**src/rtl/fifo_pkg.sv**
```systemverilog
// Width and pointer-wrap helpers shared by the single- and dual-clock FIFO family.
// Depths need not be powers of two, so pointer wrap is an explicit compare.
package fifo_pkg;

    function automatic int ptr_w(input int depth);
        return (depth < 2) ? 1 : $clog2(depth);
    endfunction

    function automatic int cnt_w(input int depth);
        return $clog2(depth + 1);
    endfunction

    function automatic logic [31:0] ptr_inc(input logic [31:0] ptr, input int depth);
        return (ptr == 32'(depth - 1)) ? 32'd0 : ptr + 32'd1;
    endfunction

endpackage

```
**src/rtl/scfifo_prog_if.sv**
```systemverilog
// Producer/consumer bundle for scfifo_prog; the FIFO sits on the slave modport.
interface scfifo_prog_if #(
    parameter int WIDTH = 8,
    parameter int DEPTH = 16
);
    import fifo_pkg::*;

    localparam int CW = cnt_w(DEPTH);

    logic             flush;
    logic             wr;
    logic [WIDTH-1:0] din;
    logic             rd;
    logic             clr_err;
    logic [WIDTH-1:0] dout;
    logic             full;
    logic             empty;
    logic             almost_full;
    logic             almost_empty;
    logic [CW-1:0]    count;
    logic             overflow;
    logic             underflow;

    modport master (
        output flush, wr, din, rd, clr_err,
        input  dout, full, empty, almost_full, almost_empty, count, overflow, underflow
    );

    modport slave (
        input  flush, wr, din, rd, clr_err,
        output dout, full, empty, almost_full, almost_empty, count, overflow, underflow
    );

endinterface

```
**src/rtl/fifo_ram.sv**
```systemverilog
// WIDTH x DEPTH storage: one synchronous write port, one asynchronous read port.
module fifo_ram
    import fifo_pkg::*;
#(
    parameter int WIDTH = 8,
    parameter int DEPTH = 16
) (
    input  logic                      clock,
    input  logic                      i_we,
    input  logic [ptr_w(DEPTH)-1:0]   i_waddr,
    input  logic [WIDTH-1:0]          i_wdata,
    input  logic [ptr_w(DEPTH)-1:0]   i_raddr,
    output logic [WIDTH-1:0]          o_rdata
);

    logic [WIDTH-1:0] r_mem [DEPTH];

    // NOTE: storage has no reset so it can map onto RAM; control logic guards stale reads.
    always_ff @(posedge clock) begin
        if (i_we) begin
            r_mem[i_waddr] <= i_wdata;
        end
    end

    assign o_rdata = r_mem[i_raddr];

endmodule

```
**src/rtl/scfifo_prog.sv**
```systemverilog
// Single-clock FIFO with arbitrary depth, FWFT or registered read, programmable
// almost-full/almost-empty levels, exact fill count, sticky error flags and flush.
module scfifo_prog
    import fifo_pkg::*;
#(
    parameter int DEPTH      = 16,
    parameter int WIDTH      = 8,
    parameter int FWFT       = 1,
    parameter int AFULL_LVL  = 14,
    parameter int AEMPTY_LVL = 2
) (
    input  logic         clock,
    input  logic         resetn,
    scfifo_prog_if.slave bus
);

    localparam int PW = ptr_w(DEPTH);
    localparam int CW = cnt_w(DEPTH);

    if (DEPTH < 2) begin : g_chk_depth
        $error("scfifo_prog: DEPTH must be >= 2");
    end
    if (WIDTH < 1) begin : g_chk_width
        $error("scfifo_prog: WIDTH must be >= 1");
    end
    if (AFULL_LVL < 1 || AFULL_LVL > DEPTH) begin : g_chk_afull
        $error("scfifo_prog: AFULL_LVL must be in 1..DEPTH");
    end
    if (AEMPTY_LVL < 0 || AEMPTY_LVL > DEPTH - 1) begin : g_chk_aempty
        $error("scfifo_prog: AEMPTY_LVL must be in 0..DEPTH-1");
    end

    logic [PW-1:0]    r_wptr;
    logic [PW-1:0]    r_rptr;
    logic [CW-1:0]    r_count;
    logic             r_full;
    logic             r_empty;
    logic             r_afull;
    logic             r_aempty;
    logic             r_overflow;
    logic             r_underflow;

    logic             w_wa;
    logic             w_ra;
    logic [PW-1:0]    w_wptr_inc;
    logic [PW-1:0]    w_rptr_inc;
    logic [CW-1:0]    w_count_nxt;
    logic [WIDTH-1:0] w_rdata;

    // Accept decisions use only the registered flags, so a full FIFO never writes through.
    assign w_wa = bus.wr && !r_full  && !bus.flush;
    assign w_ra = bus.rd && !r_empty && !bus.flush;

    assign w_wptr_inc = PW'(ptr_inc(32'(r_wptr), DEPTH));
    assign w_rptr_inc = PW'(ptr_inc(32'(r_rptr), DEPTH));

    always_comb begin
        // NOTE: default first so every path assigns and no latch is inferred.
        w_count_nxt = r_count;
        if (w_wa && !w_ra) begin
            w_count_nxt = r_count + CW'(1);
        end else if (w_ra && !w_wa) begin
            w_count_nxt = r_count - CW'(1);
        end
    end

    // NOTE: non-blocking assignments for all state so every register samples pre-edge values.
    always_ff @(posedge clock) begin
        if (!resetn || bus.flush) begin
            r_wptr   <= '0;
            r_rptr   <= '0;
            r_count  <= '0;
            r_full   <= 1'b0;
            r_empty  <= 1'b1;
            r_afull  <= 1'b0;
            r_aempty <= 1'b1;
        end else begin
            if (w_wa) begin
                r_wptr <= w_wptr_inc;
            end
            if (w_ra) begin
                r_rptr <= w_rptr_inc;
            end
            r_count  <= w_count_nxt;
            r_full   <= (w_count_nxt == CW'(DEPTH));
            r_empty  <= (w_count_nxt == '0);
            r_afull  <= (w_count_nxt >= CW'(AFULL_LVL));
            r_aempty <= (w_count_nxt <= CW'(AEMPTY_LVL));
        end
    end

    // Error flags survive flush; a new error in the same cycle as clr_err wins.
    always_ff @(posedge clock) begin
        if (!resetn) begin
            r_overflow  <= 1'b0;
            r_underflow <= 1'b0;
        end else begin
            if (bus.wr && r_full && !bus.flush) begin
                r_overflow <= 1'b1;
            end else if (bus.clr_err) begin
                r_overflow <= 1'b0;
            end
            if (bus.rd && r_empty && !bus.flush) begin
                r_underflow <= 1'b1;
            end else if (bus.clr_err) begin
                r_underflow <= 1'b0;
            end
        end
    end

    fifo_ram #(
        .WIDTH (WIDTH),
        .DEPTH (DEPTH)
    ) u_ram (
        .clock   (clock),
        .i_we    (w_wa),
        .i_waddr (r_wptr),
        .i_wdata (bus.din),
        .i_raddr (r_rptr),
        .o_rdata (w_rdata)
    );

    if (FWFT != 0) begin : g_fwft
        // Forced to zero while empty so reset and flush never expose unreset storage.
        assign bus.dout = r_empty ? '0 : w_rdata;
    end else begin : g_reg_read
        logic [WIDTH-1:0] r_dout;

        always_ff @(posedge clock) begin
            if (!resetn) begin
                r_dout <= '0;
            end else if (w_ra) begin
                r_dout <= w_rdata;
            end
        end

        assign bus.dout = r_dout;
    end

    assign bus.full         = r_full;
    assign bus.empty        = r_empty;
    assign bus.almost_full  = r_afull;
    assign bus.almost_empty = r_aempty;
    assign bus.count        = r_count;
    assign bus.overflow     = r_overflow;
    assign bus.underflow    = r_underflow;

endmodule

```
**src/flat_wrapper.sv**
```systemverilog
// flat-port wrapper written by rule: the top's interface ports become plain ports
module scfifo_prog_flat import fifo_pkg::*;
#(
    parameter int DEPTH      = 16,
    parameter int WIDTH      = 8,
    parameter int FWFT       = 1,
    parameter int AFULL_LVL  = 14,
    parameter int AEMPTY_LVL = 2
)
  (clock, resetn, bus_flush, bus_wr, bus_din, bus_rd, bus_clr_err, bus_dout, bus_full, bus_empty, bus_almost_full, bus_almost_empty, bus_count, bus_overflow, bus_underflow);
  scfifo_prog_if #(.WIDTH(WIDTH), .DEPTH(DEPTH)) bus_i ();
  input  logic clock;
  input  logic resetn;
  input wire logic [$bits(bus_i.flush)-1:0] bus_flush;
  input wire logic [$bits(bus_i.wr)-1:0] bus_wr;
  input wire logic [$bits(bus_i.din)-1:0] bus_din;
  input wire logic [$bits(bus_i.rd)-1:0] bus_rd;
  input wire logic [$bits(bus_i.clr_err)-1:0] bus_clr_err;
  output wire logic [$bits(bus_i.dout)-1:0] bus_dout;
  output wire logic [$bits(bus_i.full)-1:0] bus_full;
  output wire logic [$bits(bus_i.empty)-1:0] bus_empty;
  output wire logic [$bits(bus_i.almost_full)-1:0] bus_almost_full;
  output wire logic [$bits(bus_i.almost_empty)-1:0] bus_almost_empty;
  output wire logic [$bits(bus_i.count)-1:0] bus_count;
  output wire logic [$bits(bus_i.overflow)-1:0] bus_overflow;
  output wire logic [$bits(bus_i.underflow)-1:0] bus_underflow;
  assign bus_i.flush = bus_flush;
  assign bus_i.wr = bus_wr;
  assign bus_i.din = bus_din;
  assign bus_i.rd = bus_rd;
  assign bus_i.clr_err = bus_clr_err;
  assign bus_dout = bus_i.dout;
  assign bus_full = bus_i.full;
  assign bus_empty = bus_i.empty;
  assign bus_almost_full = bus_i.almost_full;
  assign bus_almost_empty = bus_i.almost_empty;
  assign bus_count = bus_i.count;
  assign bus_overflow = bus_i.overflow;
  assign bus_underflow = bus_i.underflow;
  scfifo_prog #(.DEPTH(DEPTH), .WIDTH(WIDTH), .FWFT(FWFT), .AFULL_LVL(AFULL_LVL), .AEMPTY_LVL(AEMPTY_LVL)) u_core (.clock(clock), .resetn(resetn), .bus(bus_i));
endmodule
```
**config.mk**
```make
export PLATFORM = sky130hd
export DESIGN_NAME = scfifo_prog_flat
export DESIGN_NICKNAME = d
export VERILOG_FILES = /design/src/rtl/fifo_pkg.sv /design/src/rtl/scfifo_prog_if.sv /design/src/rtl/fifo_ram.sv /design/src/rtl/scfifo_prog.sv /design/src/flat_wrapper.sv
export SDC_FILE = /design/constraint.sdc
export NUM_CORES = 1
export LEC_CHECK = 0
export CAP_MARGIN = 20
export CORE_MARGIN = 3
export CORE_UTILIZATION = 53
export CTS_CLUSTER_SIZE = 8
export DETAILED_ROUTE_END_ITERATION = 6
export PLACE_DENSITY = 0.75
export RECOVER_POWER = 50
export SLEW_MARGIN = 20
export SYNTH_ARGS = -nofsm -noshare
export SYNTH_HDL_FRONTEND = slang
export SYNTH_SLANG_ARGS = --single-unit
```
**constraint.sdc**
```tcl
create_clock -name clock -period 1.85 [get_ports clock]
set_input_delay 0.2775 -clock clock [delete_from_list [all_inputs] [get_ports clock]]
set_output_delay 0.2775 -clock clock [all_outputs]
set_load 0.01 [all_outputs]
```
==> results of run 1 <==
-- worst max path at each step --
stage | startpoint | endpoint | slack [ns] | cells after the start
after floorplan | register | bus_dout[0] | -0.08 | 5
after global placement | register | bus_dout[4] | -0.62 | 5
after detailed placement | register | bus_dout[4] | -0.65 | 5
after CTS | register | bus_dout[4] | -0.83 | 7
after global routing | register | bus_dout[4] | -0.81 | 6
final | register | bus_dout[4] | -0.77 | 6
-- synthesized netlist by cell type, drive strengths merged, types with 4 or more instances --
cell	count	share of area, %
a21oi	12	0.97
and2	17	1.7
buf	11	1.8
dfxtp	23	7.5
edfxtp	128	62
ha	7	1.4
inv	7	0.43
mux4	40	15
nand2	13	0.79
nand2b	4	0.40
nor2	11	0.67
nor2b	13	1.4
nor3	4	0.32
o21ai	4	0.32
-- layout by cell type (no fill, tap or decap), types with 2 or more instances in the layout --
cell type          n
a21oi_1           12
a31oi_1            2
and2_1            17
buf_12            21
buf_16             2
buf_4             36
buf_6             10
bufinv_16          4
clkbuf_1           3
clkbuf_16         17
clkdlybuf4s50_1   11
clkinv_2           4
clkinv_4           2
clkinvlp_4         3
dfxtp_1           21
dlygate4sd3_1     13
edfxtp_1         128
ha_1               7
inv_1              7
mux2_2             2
mux4_2            39
nand2_1           13
nand2b_1           4
nand3_1            2
nor2_1            10
nor2b_1            4
nor2b_4            8
nor3_1             3
nor3b_2            2
nor4b_2            2
o21a_1             2
o21ai_0            4
o22ai_1            3
o32ai_2            2
or2_1              2
xor2_1             2
-- critical path: cells and delay by family, from the launching register on --
family                 cells  cell delay, ns
multiplexers               2            1.02
flip-flops                 1            0.38
buffers and inverters      3            0.37
AND/OR/NAND/NOR            1            0.15
-- metrics by stage --
stage | TNS, ns | hold WS (ns)
after floorplan | -0.669 | 0.376
after global placement | -42.56 | 0.492
after detailed placement | -45.92 | 0.510
after CTS | -6.30 | 0.509
after global routing | -19.58 | 0.524
final | -10.50 | 0.519
-- layer usage --
| layer | up-vias | global-route usage, % |
|---|---|---|
| li1 | 1540 | - |
| met2 | 142 | 40.6 |
| met3 | 24 | 7.00 |
| met5 | - | 0 |
| met4 | 0 | 8.95 |
| met1 | 1808 | 29.6 |
-- area by class of cell --
| class | instances | area (um2) |
|---|---|---|
| clock buffers | 19 | 433 |
| clock inverters | 13 | 180 |
| fillers | 663 | 3060 |
| inverters | 7 | 26.3 |
| multi-input cells | 163 | 1810 |
| flip-flops and latches | 151 | 4310 |
| well taps | 140 | 175 |
| repair buffers | 97 | 1130 |
-- power by group --
part,internal (uW),switching (uW)
sequential,3700,9.36
clock,2250,1310
combinational,127,139
-- cell families (layout without fill, tap and decap cells) --
| kind of cell | after synthesis | after routing | share of synthesized area [%] |
|---|---|---|---|
| flops | 151 | 151 | 69.6 |
| simple gates | 79 | 79 | 7.47 |
| mux | 42 | 42 | 15.4 |
| compound gates | 31 | 31 | 3.16 |
| buf+inv | 21 | 136 | 2.37 |
| fa+ha+maj | 7 | 7 | 1.42 |
| xor+xnor | 4 | 4 | 0.567 |
-- what timing repair did --
item,4_1_cts,5_1_grt
resized for setup,47,14
gates cloned,3,0
setup buffers,13,2
setup endpoints to repair,9,52
pin swaps,0,1
-- sequential cells by signal, summed over array words and instances, names as in the netlist, named ones only --
| name | cells |
|---|---|
| u_core.bus.empty | 1 |
| u_core.r_wptr | 4 |
| u_core.bus.overflow | 1 |
| u_core.r_rptr | 4 |
| u_core.bus.count | 5 |
| u_core.bus.almost_empty | 1 |
| u_core.bus.almost_full | 1 |
| u_core.bus.underflow | 1 |
| u_core.bus.full | 1 |
| u_core.u_ram.r_mem | 128 |
==> qor.yml, run 1 <==
worst_setup_path:
  critical_path.max_fanout: 8
  worstReg2RegEnd: "u_core.bus.almost_full"
  cpPeakStageDelay_ns: 0.52
  worstPathRequired_ns: 1.57
  critical_path_end_type: "primary output"
  crit_path_frequent_cell: "mux4_2"
  crit_path_top_delay_cell: "mux4_2"
  crit_path_cell_trace: "buf_8, buf_12, mux4_2, mux4_2, nor2b_4, buf_6"
  register_to_register_path_setup_slack_ns: 0.12
  reg2reg_depth: 5
  arrival_ns: 2.34
  reg_to_reg_start: "u_core.bus.full"
  cp-start-kind: "register"
  criticalPathCategory: "register to primary output"
grt:
  grt_max_degree: 20
  grt_first_pass_wirelength_mm: 22.2
  antenna_found_initial: 0
  grt_pass1_vias: 3868
  groute.usage.overall_pct: 24.1
  grt_overflow: 0
floorplan:
  die_y_um: 114
  top_level_ports: 33
  rows: 38
  die-area_um2: 13000
  design.core.area_um2: 11100
  floorplan.die.width_um: 114
  effective_utilization_at_floorplan_pct: 55.5
cts:
  insertion_delay_ns: 0.41
  cts_tree: "built"
  path_clk_slew_ns: 0.06
  ctsRootBufferMaster: "clkbuf_16"
  number_of_buffers_added_by_the_clock_tree_synthesis_step: 17
  clock_path_buffers: 2
  number_of_levels_the_h_tree_was_split_into: 4
  num_clock_sinks: 151
  hold_buffers: 0
min_path:
  whs_path_depth: 2
  hold_path.class: "input port to register"
  hold-path-endpoint: "u_core.bus.underflow"
  worstHoldStart: "resetn"
placed_design:
  post_dp_area_um2: 7240
  placedCellCount: 545
  dp.final_hpwl_mm: 8.67
  dpl_worst_slack_ns: -0.648
  routabilityCongestion: 0.771
  place.port_buffers: 32
layout:
  syn_to_final_growth_pct: 30.6
  layout-drive-gt1-share_pct: 36.9
  diodes: 0
  num-nets-final: 458
  postLayoutCoreUtil_pct: 72.5
  stdcell_count: 590
  stdcell_area_um2: 8070
detailed_routing:
  detailed_route_wire_length_mm: 14.4
  met3WireLength_mm: 1.06
  drc: 0
  dr_total_vias: 3514
  wl_per_cell_um: 24.4
  avgViaCountPerCell: 5.96
  sum_of_routed_wire_segments_on_met1_mm: 5.40
  top_layer_used: "met4"
  drt.antenna.violating_nets: 0
  drt-pass1-iter-count: 5
  detailedRoute.firstIterationViolations: 287
  wl_met2_mm: 7.62
timing:
  final_critical_path_setup_slack_ns: -0.768
  achievable-frequency_ghz: 0.382
  worst-slew-pin-transition_ns: 0.661
  report.final.setup_viol: 81
  timing.final.crit_share_pct: 142
  rsz0062_at_grt: "yes"
  timing.clock.skew_ns: 0.00715
  report.final.slew_viol_count: 0
  hold_viol_final: 0
  final.min_clock_period_ns: 2.62
  relSlewSlack_pct: 55.9
pwr:
  finalPower_uw: 7540
  power_density_nw_per_um2: 934
  worst_ir_drop_on_vdd_mv: 0.816
  p_leak_uw: 0.00271
synthesis:
  async_flop_share_pct: 0
  area_of_the_mapped_netlist_um2: 6180
  postSynthAreaPerCell_um2: 18.4
  synth-edff-count: 128
  sequential_fraction_of_the_synthesis_area_pct: 69.6
  synth.distinct_cells: 47
  synthCells: 335
  synthesized_net_count: 356
  synth_warnings: 0
  synth_seq_cells: 151
  ys.flop_type: "edfxtp_1"
outcome:
  status: "finished, violations left"
  violations: "negative setup slack"
run:
  drv.max_cap_violation_count: 0
Power figures use the tool's default switching activity.
==> run 2: changes to the inputs <==
--- a/config.mk
+++ b/config.mk
@@ -10,9 +10,11 @@
 export CORE_UTILIZATION = 53
 export CTS_CLUSTER_SIZE = 8
 export DETAILED_ROUTE_END_ITERATION = 6
+export GPL_ROUTABILITY_DRIVEN = 0
 export PLACE_DENSITY = 0.75
 export RECOVER_POWER = 50
 export SLEW_MARGIN = 20
 export SYNTH_ARGS = -nofsm -noshare
 export SYNTH_HDL_FRONTEND = slang
+export SYNTH_HIERARCHICAL = 1
 export SYNTH_SLANG_ARGS = --single-unit
==> run 2 against run 1 <==
Largest power group unchanged. Clock-buffer cell count down 1. Area after synthesis shrank 1.2%. The flow still finishes with violations (negative setup slack). Core utilization is 2.9 points lower. Sequential cell count fell by 4. Die area shrank 1.1%. Global-route usage shrank 2.1 points. Combinational power is 2% higher. Via count shrank 0.80%.
==> qor.yml, run 2 <==
synthesis:
  async_flop_share_pct: 0  # unchanged
  area_of_the_mapped_netlist_um2: 6110  # was 6180 um2
  synth.top_cells.by_count: "edfxtp_1, nor2_1, nand2_1, dfxtp_1, mux4_2"  # was edfxtp_1, mux4_2, dfxtp_1, and2_1, nand2_1
  postSynthAreaPerCell_um2: 17.8  # was 18.4 um2
  sequential_fraction_of_the_synthesis_area_pct: 69.2  # was 69.6%
  post-synth-top-area-cell: "edfxtp_1"  # unchanged
  synth.distinct_cells: 47  # unchanged
  share_of_the_synthesized_area_in_the_top_cell_type_pct: 62.9  # was 62.2%
  synth_most_common_cell: "edfxtp_1"  # unchanged
  synthCells: 344  # was 335
  largest_cells_by_area_after_synthesis: "edfxtp_1, mux4_2, dfxtp_1"  # unchanged
  ys.flop_type: "edfxtp_1"  # unchanged
  synthesized_net_count: 362  # was 356
  synth-edff-count: 128  # unchanged
  synth_seq_cells: 147  # was 151
  synth_warnings: 6  # was 0
cts:
  path_clk_slew_ns: 0.06  # about the same
  clock_path_buffers: 2  # unchanged
  cts_tree: "built"  # unchanged
  hold_buffers: 0  # unchanged
  num_clock_sinks: 147  # was 151
  ctsRootBufferMaster: "clkbuf_16"  # unchanged
  number_of_buffers_added_by_the_clock_tree_synthesis_step: 17  # unchanged
  number_of_levels_the_h_tree_was_split_into: 4  # unchanged
  insertion_delay_ns: 0.42  # was 0.41 ns
detailed_routing:
  sum_of_routed_wire_segments_on_met1_mm: 5.18  # was 5.40 mm
  drc: 0  # unchanged
  met3WireLength_um: 858  # was 1.06 mm
  detailedRoute.firstIterationViolations: 269  # was 287
  drt-pass1-iter-count: 4  # was 5
  top_layer_used: "met4"  # unchanged
  dr_total_vias: 3486  # was 3514
  wl_per_cell_um: 22.0  # was 24.4 um
  wl_met2_mm: 6.70  # was 7.62 mm
  drt.antenna.violating_nets: 0  # unchanged
  detailed_route_wire_length_mm: 13.0  # was 14.4 mm
  avgViaCountPerCell: 5.89  # was 5.96
outcome:
  violations: "negative setup slack"  # unchanged
  status: "finished, violations left"  # unchanged
timing:
  timing.clock.skew_ns: 0.00722  # was 0.00715 ns
  hold_viol_final: 0  # unchanged
  relSlewSlack_pct: 54.2  # was 55.9%
  rsz0062_at_grt: "yes"  # unchanged
  report.final.setup_viol: 13  # was 81
  final_critical_path_setup_slack_ns: -0.589  # was -0.768 ns
  final.min_clock_period_ns: 2.44  # was 2.62 ns
  worst-slew-pin-transition_ns: 0.685  # was 0.661 ns
  achievable-frequency_ghz: 0.410  # was 0.382 GHz
  worst_hold_slack_ns: 0.414  # was 0.519 ns
  report.final.slew_viol_count: 0  # unchanged
  timing.final.crit_share_pct: 132  # was 142%
layout:
  multiInputGateArea_um2: 1830  # was 1810 um2
  syn_to_final_growth_pct: 25.8  # was 30.6%
  diodes: 0  # unchanged
  layout-drive-gt1-share_pct: 37.4  # was 36.9%
  largest_register: "u_core/u_ram/r_mem"  # was u_core.u_ram.r_mem
  most_frequent_cells_in_the_layout: "edfxtp_1, buf_4, mux4_2"  # was edfxtp_1, mux4_2, buf_4
  fillers: 717  # was 663
  max_ffs_per_register: 128  # unchanged
  postLayoutCoreUtil_pct: 69.7  # was 72.5%
  num-nets-final: 457  # was 458
  layout_commonest_cell: "edfxtp_1"  # unchanged
  area.sequential_um2: 4230  # was 4310 um2
placed_design:
  dpl_worst_slack_ns: -0.570  # was -0.648 ns
  dp.final_hpwl_mm: 8.05  # was 8.67 mm
  place.port_buffers: 32  # unchanged
worst_setup_path:
  criticalPathCategory: "register to primary output"  # unchanged
  critical_path.max_fanout: 6  # was 8
  worstPathRequired_ns: 1.57  # about the same
  critical_path_end_type: "primary output"  # unchanged
  cp-start-kind: "register"  # unchanged
  reg2reg_depth: 5  # unchanged
  arrival_ns: 2.16  # was 2.34 ns
pwr:
  worst_ir_drop_on_vdd_mv: 0.519  # was 0.816 mV
  power_density_nw_per_um2: 918  # was 934 nW/um2
  p_leak_uw: 0.00253  # was 0.00271 uW
run:
  drv.max_cap_violation_count: 0  # unchanged
floorplan:
  effective_utilization_at_floorplan_pct: 55.4  # was 55.5%
  die-area_um2: 12800  # was 13000 um2
  rows: 38  # unchanged
  top_level_ports: 33  # unchanged
  design.core.area_um2: 11000  # was 11100 um2
  floorplan.die.width_um: 113  # was 114 um
  die_y_um: 113  # was 114 um
grt:
  grt_first_pass_wirelength_mm: 20.3  # was 22.2 mm
  grt_pass1_vias: 3555  # was 3868
  antenna_found_initial: 0  # unchanged
  grt_max_degree: 23  # was 20
  grt_overflow: 0  # unchanged
  groute.usage.overall_pct: 21.9  # was 24.1%
min_path:
  whs_path_depth: 5  # was 2
  hold_path.class: "input port to register"  # unchanged
-- run 2: layout make-up --
class                           count  area share [%]
Sequential cell                   147            55.1
Multi-Input combinational cell    180            23.9
Timing Repair Buffer               89            11.3
Clock buffer                       18            5.59
Tap cell                          140            2.28
Clock inverter                     14            1.61
Inverter                            4           0.358
-- run 2: worst paths after layout --
kind | from | slack (ns) | to
hold / removal | bus_wr | 0.41 | u_core/bus.overflow
setup / recovery | u_core/r_rptr[0] | -0.59 | bus_dout[4]
hold reg to reg | u_core/bus.underflow | 0.49 | u_core/bus.underflow
setup reg to reg | u_core/bus.full | 0 | u_core/u_ram/r_mem[0][6]
-- run 2: layer usage --
metal,vias to the layer above,global-route usage [%]
li1,1564,-
met1,1790,29.2
met2,109,34.6
met3,23,5.19
met4,0,10.2
met5,-,0
-- run 2: repair_timing --
action,in CTS,in global routing
cloned,2,0
setup buffers,12,2
endpoints found under the setup margin,140,116
resized for setup,70,15
pin swaps,18,10
-- run 2: critical path, stage by stage, from the launching register on --
cell and delay, ns:
dfxtp_4 0.44, buf_12 0.14, buf_6 0.09, mux4_2 0.49, a22oi_2 0.20, nand2_1 0.11
nor2b_1 0.14, buf_2 0.13
-- run 2: report_power, final --
| group | internal, uW | switching [uW] | total [uW] |
|---|---|---|---|
| sequential | 3620 | 12.4 | 3630 |
| clock | 1760 | 1400 | 3150 |
| combinational | 125 | 146 | 271 |
| total | 5500 | 1560 | 7050 |
-- run 2: per-stage QoR --
stage / setup TNS, ns / power [uW] / instance area (um2) / std cells
2_1_floorplan: -1.19 / 3800 / 6160 / 344
3_3_place_gp: -67.90 / 3950 / 6940 / 548
3_5_place_dp: -72.12 / 3950 / 6940 / 548
4_1_cts: -4.79 / 7090 / 7710 / 594
5_1_grt: -5.77 / 7280 / 7680 / 592
6_report: -4.42 / 7050 / 7680 / 592
-- run 2: cells by family after synthesis --
| family | count (synthesis) | synth area share [%] |
|---|---|---|
| flip-flops | 147 | 69.2 |
| buffers and inverters | 17 | 2.19 |
| XOR/XNOR | 3 | 0.553 |
| adder cells (fa/ha/maj) | 4 | 0.819 |
| AND/OR/NAND/NOR | 97 | 8.91 |
| multiplexers | 34 | 13.0 |
| AO/OA/AOI/OAI | 42 | 5.39 |
